--- src/rtl/serial_add_ctrl.sv ---
// Bit-serial adder controller: one full-adder cell processes a WIDTH-bit add, LSB first.
// Optional macro SERIAL_ADD_SUB_EN adds a 'sub' input for subtraction.
module serial_add_ctrl #(
  parameter int WIDTH = 8
) (
  input  logic             clk,
  input  logic             rst_n,
  input  logic             start,
  input  logic [WIDTH-1:0] op_a,
  input  logic [WIDTH-1:0] op_b,
`ifdef SERIAL_ADD_SUB_EN
  input  logic             sub,
`endif
  output logic             busy,
  output logic             done,
  output logic [WIDTH-1:0] result,
  output logic             carry_out
);

  localparam int CNT_W = $clog2(WIDTH + 1);

  typedef enum logic [1:0] {IDLE, SHIFT, DONE} state_t;

  state_t           r_state, w_next;
  logic [WIDTH-1:0] r_a, r_b, r_s, r_result;
  logic             r_c, r_carry_out;
  logic [CNT_W-1:0] r_cnt;

  logic             w_accept, w_last;
  logic [WIDTH-1:0] w_b_load;
  logic             w_c_init;
  logic             w_ha1_s, w_ha1_c, w_ha2_s, w_ha2_c, w_carry;

  // Subtraction is A + ~B + 1, so only the B load and carry seed differ.
`ifdef SERIAL_ADD_SUB_EN
  assign w_b_load = sub ? ~op_b : op_b;
  assign w_c_init = sub;
`else
  assign w_b_load = op_b;
  assign w_c_init = 1'b0;
`endif

  // Adder cell: two half adders plus an OR of their carries.
  assign w_ha1_s = r_a[0] ^ r_b[0];
  assign w_ha1_c = r_a[0] & r_b[0];
  assign w_ha2_s = w_ha1_s ^ r_c;
  assign w_ha2_c = w_ha1_s & r_c;
  assign w_carry = w_ha1_c | w_ha2_c;

  assign w_accept = start && (r_state == IDLE || r_state == DONE);
  assign w_last   = (r_state == SHIFT) && (r_cnt == CNT_W'(WIDTH - 1));

  always_ff @(posedge clk or negedge rst_n) begin
    if (!rst_n) r_state <= IDLE;
    else        r_state <= w_next;
  end

  always_comb begin
    w_next = r_state;
    case (r_state)
      IDLE:    if (start) w_next = SHIFT;
      SHIFT:   if (w_last) w_next = DONE;
      DONE:    w_next = start ? SHIFT : IDLE;
      default: w_next = IDLE;
    endcase
  end

  always_ff @(posedge clk or negedge rst_n) begin
    if (!rst_n) begin
      r_a         <= '0;
      r_b         <= '0;
      r_s         <= '0;
      r_c         <= 1'b0;
      r_cnt       <= '0;
      r_result    <= '0;
      r_carry_out <= 1'b0;
    end else if (w_accept) begin
      r_a   <= op_a;
      r_b   <= w_b_load;
      r_s   <= '0;
      r_c   <= w_c_init;
      r_cnt <= '0;
    end else if (r_state == SHIFT) begin
      r_a   <= r_a >> 1;
      r_b   <= r_b >> 1;
      r_s   <= {w_ha2_s, r_s[WIDTH-1:1]};
      r_c   <= w_carry;
      r_cnt <= r_cnt + CNT_W'(1);
      // Publish the whole sum at once so downstream never sees a partial value.
      if (w_last) begin
        r_result    <= {w_ha2_s, r_s[WIDTH-1:1]};
        r_carry_out <= w_carry;
      end
    end
  end

  assign busy      = (r_state == SHIFT);
  assign done      = (r_state == DONE);
  assign result    = r_result;
  assign carry_out = r_carry_out;

endmodule

--- config.mk ---
export PLATFORM = sky130hd
export DESIGN_NAME = serial_add_ctrl
export DESIGN_NICKNAME = d
export VERILOG_FILES = /design/src/rtl/serial_add_ctrl.sv
export SDC_FILE = /design/constraint.sdc
export NUM_CORES = 1
export LEC_CHECK = 0
export ABC_AREA = 1
export CAP_MARGIN = 20
export CORE_AREA = 2 2 61 77
export CTS_CLUSTER_DIAMETER = 120
export CTS_CLUSTER_SIZE = 12
export DETAILED_ROUTE_END_ITERATION = 8
export DIE_AREA = 0 0 63 79
export SETUP_SLACK_MARGIN = 0.2
export SYNTH_ARGS = -nofsm -noshare
export SYNTH_HDL_FRONTEND = slang
export SYNTH_SLANG_ARGS = --single-unit
--- constraint.sdc ---
create_clock -name clk -period 3.2 [get_ports clk]
set_clock_uncertainty 0.05 [all_clocks]
set_input_delay 0.32 -clock clk [delete_from_list [all_inputs] [get_ports clk]]
set_output_delay 0.32 -clock clk [all_outputs]
set_load 0.05 [all_outputs]
Word-level counts from Yosys, hierarchy flattened:

Cells that the tools add are included.
W data, S select, Z words.

* shift-type cells: 0
* reduce and logical (&&, ||, !) cells: 7
* $lt $le $gt $ge: 0
* multipliers: 0
* equal/unequal tests: 5
* divide/modulo/power cells: 0
* multiplexer cells: 14
* add/sub/neg operators: 1
* bitwise logic cells: 6

Operators by type and width (number)
* $mux W8: 6
* $mux W4: 2
* $pmux W2 S3: 1
* $add A4 B1 Y4 const B: 1
* $eq A4 B3 Y1 const B: 1
* $mux W2: 2
* $mux W1: 3
* $reduce_and A3 Y1: 1
* $and A1 B1 Y1: 2
* $eq A2 B1 Y1 const B: 1
* $eq A2 B2 Y1 const B: 1
* $logic_and A1 B1 Y1: 2
* $logic_not A2 Y1: 1
* $ne A2 B1 Y1 const B: 1
* $ne A2 B2 Y1 const B: 1
* $reduce_and A2 Y1: 1
* $reduce_bool A2 Y1: 1
* $xor A1 B1 Y1: 2
* $logic_or A1 B1 Y1: 1
* $not A1 Y1: 1
* $or A1 B1 Y1: 1

* output and inout bits: 11
* memories kept: 0
* logic and storage cells: 41
* bits in latches: 0
* input bits: 19
* ROM bits: 0
* bits in writable memories: 0
* register bits: 40

Logic depth before layout (Yosys ltp):

* depth after elaboration: 5
* mapped depth: 7
* gate-level depth less buffers: 6

Worst setup path before layout:

OpenSTA, ideal clock, no wires.

* path type: reg-to-output
* start: reg r_state[1]
* end: out done
* path buffers: 0
* stages on the path, launching flop included: 3
* slack: 1.753 ns
* data arrival time: 1.077 ns
* data required time: 2.830 ns
* cells stage by stage: dfrtp_1 > inv_2 > nor2_1

* cells in the longest elaborated chain, start to end: 1

Ends and longest elaborated chain
* start, declared: line 24 `state_t r_state, w_next;`
* start signal, assigned: line 55 `else r_state <= w_next;`
* $eq A2 B2 Y1: line 98 `assign done = (r_state == DONE);`
* end, declared: line 15 `output logic done,`

Every way passes these cells.

Worst setup path after layout:

* start: reg r_state[0]
* end: out busy

* cells in the longest elaborated chain, start to end: 1

Ends and longest elaborated chain
* $eq A2 B1 Y1: line 97 `assign busy = (r_state == SHIFT);`
* end, declared: line 14 `output logic busy,`

Every way passes these cells.

==> results.toml <==
[detailed_routing]
viasPerCell = 4.52
wl_per_cell_um = 11.0
ant_nets = 0
drc = 0
routed_wl_mm = 3.00
drt_iter0_drc = 34
vias = 1233
dr.pass1.iters = 2

[floorplanning]
ios = 30
fp.dieH_um = 79
coreArea_um2 = 4290
num_rows = 27
chipWidth_um = 63
initial_core_util_pct = 38.0
dieArea_um2 = 4980

[setup_path]
path_cells = "inv_2 -> nor2_4 -> clkdlybuf4s50_1"
arrival_ns = 1.99
worstPathMaxFanout = 17
max_stage_delay_ns = 0.89
cp-start-kind = "flip-flop"
reg2reg_slack_ns = 1.71
cp_slowest_cell = "clkdlybuf4s50_1"
crit_required_ns = 2.83
critPathKind = "reg2out"
cp_top_family = "buffers and inverters"
end_kind = "output port"
crit_buf_inv = 2

[yosys]
yosysUniqueCellTypes = 17
synth_area_um2 = 1630
syn_inst = 182
synth_edf_count = 0
seq_area_frac_synth_pct = 59.9
synth-warning-count = 0
synth_nets = 203
synthArstFlopShare_pct = 100
ys_seq_elements = 39
syn_area_per_cell_um2 = 8.95
synthFlopType = "dfrtp_1"

[power_and_ir_drop]
power.density_nw_per_um2 = 1010
power_switching_mw = 0.882
sequentialPowerShare_pct = 39.9
pwr-share-clk_pct = 15.2
leakage_nw = 1.00
ir_drop_v = 0.000413
p_sw_share_pct = 43.0
combPwrFrac_pct = 44.9
power.internal_mw = 1.17

[clock_tree]
cts_tree = "yes"
hold_buffers = 0
cts_root_buf = "clkbuf_8"
clkLatencyLatePin_ns = 0.29
htree_levels = 2
cts_buffers = 5
clock_sinks = 39
clockBufferDepth = 2
clk_pin_slew_ns = 0.07
cts_setup_buffers = 0
cts_resized = 0

[sta]
setup_violations = 0
fmax_ghz = 0.424
fin_tns_setup_ns = 0
slew_viol_final = 0
relSlewSlack_pct = 43.6
hold_violations = 0
rsz0062_at_grt = "no"
min_period_over_period_pct = 73.6
period_needed_ns = 2.36
worst_slew_pin_slew_ns = 0.846

[final_layout]
postLayoutCoreUtil_pct = 47.5
fin_nets = 235
area_delta_synth_final_pct = 25.1
mostFrequentLayoutCell = "nand2_1"
fill_cells = 433
layout_common_cells = "nand2_1, dfrtp_1, clkdlybuf4s50_1"
layout-drive-gt1-share_pct = 7.44
final_cells = 273
n_antenna_cell = 0

[min_path]
hold_path.class = "in2async"

[global_route]
grt_max_degree = 40
antenna_found_initial = 0
grt_pass1_vias = 1187
gr-total-overflow = 0
grt_pass1_wl_mm = 5.37
grt.total_usage_pct = 14.1

[place]
io_buffers = 29
gp_congestion = 0.712
dp_cells = 265
place_hpwl_mm = 2.06

[flow_run]
cap_viol_max_count = 0

[outcome]
status = "finished, final reports clean"
## synthesized netlist by cell type, types with 2 or more instances
cell / n / area (µm²)
buf_2: 3 / 15.0
a21oi_1: 2 / 10.0
nand2_2: 3 / 18.8
nand3_1: 11 / 55.1
inv_2: 3 / 11.3
o21ai_1: 9 / 45.0
inv_1: 12 / 45.0
buf_6: 2 / 22.5
dfrtp_1: 39 / 976
nor2_1: 7 / 26.3
o21ai_0: 4 / 20.0
o22ai_1: 7 / 43.8
nand2_1: 76 / 285
## path summary, 6_finish.rpt
kind,startpoint,to,depth (start not counted)
worst max-delay path,r_state[0]$_DFFE_PN0P_,busy,3
max in group asynchronous,rst_n,r_b[6]$_DFFE_PN0P_,1
worst max register to register,r_state[1]$_DFFE_PN0P_,r_b[0]$_DFFE_PN0P_,6
min in group clk,r_b[7]$_DFFE_PN0P_,r_b[7]$_DFFE_PN0P_,2
worst min register to register,r_b[7]$_DFFE_PN0P_,r_b[7]$_DFFE_PN0P_,2
worst min-delay path,rst_n,result[6]$_DFFE_PN0P_,1
## stage by stage
stage	power (mW)	setup slack [ns]	hold slack [ns]	cell area, µm²
finish	2.05	0.844	0.0882	2040
global route	2.24	0.741	0.146	2040
CTS	2.08	0.814	0.119	2040
detailed placement	1.77	1.14	0.408	1960
global placement	1.74	1.15	0.409	1960
floorplan	1.51	1.75	-0.0256	1630
## power by group through the flow
stage / Clock (mW) / Combinational (mW) / Sequential, mW
finish: 0.312 / 0.921 / 0.819
global route: 0.346 / 1.04 / 0.848
CTS: 0.326 / 0.937 / 0.821
detailed placement: 0 / 0.940 / 0.827
global placement: 0 / 0.922 / 0.823
floorplan: 0 / 0.521 / 0.990
## layout make-up
type / instances / area, µm² / share of cell area, %
Clock buffer: 7 / 76.3 / 3.74
Clock inverter: 1 / 5.00 / 0.246
Inverter: 15 / 56.3 / 2.76
Multi-Input combinational cell: 123 / 559 / 27.4
Sequential cell: 39 / 976 / 47.9
Tap cell: 58 / 72.6 / 3.56
Timing Repair Buffer: 30 / 293 / 14.4
## registers in the layout, indices dropped and copies added, names as in the netlist
signal	count
carry_out	1
r_c	1
r_state	2
r_a	8
result	8
r_b	8
r_cnt	4
r_s	7
## per-layer routing
layer | global-route usage [%] | vias up | wire length [µm]
li1 | - | 634 | -
met3 | 4.11 | 7 | 136
met4 | 7.33 | 0 | 65
met5 | 0 | - | 0
met2 | 22.2 | 29 | 1420
met1 | 17.6 | 563 | 1380
## cell families (layout without fill, tap and decap cells)
family	Yosys count	count (layout)	synth area share, %
buffers and inverters	20	53	5.76
flip-flops	39	39	59.9
adder cells (fa/ha/maj)	2	2	2.00
AO/OA/AOI/OAI	22	22	7.30
AND/OR/NAND/NOR	99	99	25.0
(Power assumes the default switching activity.)
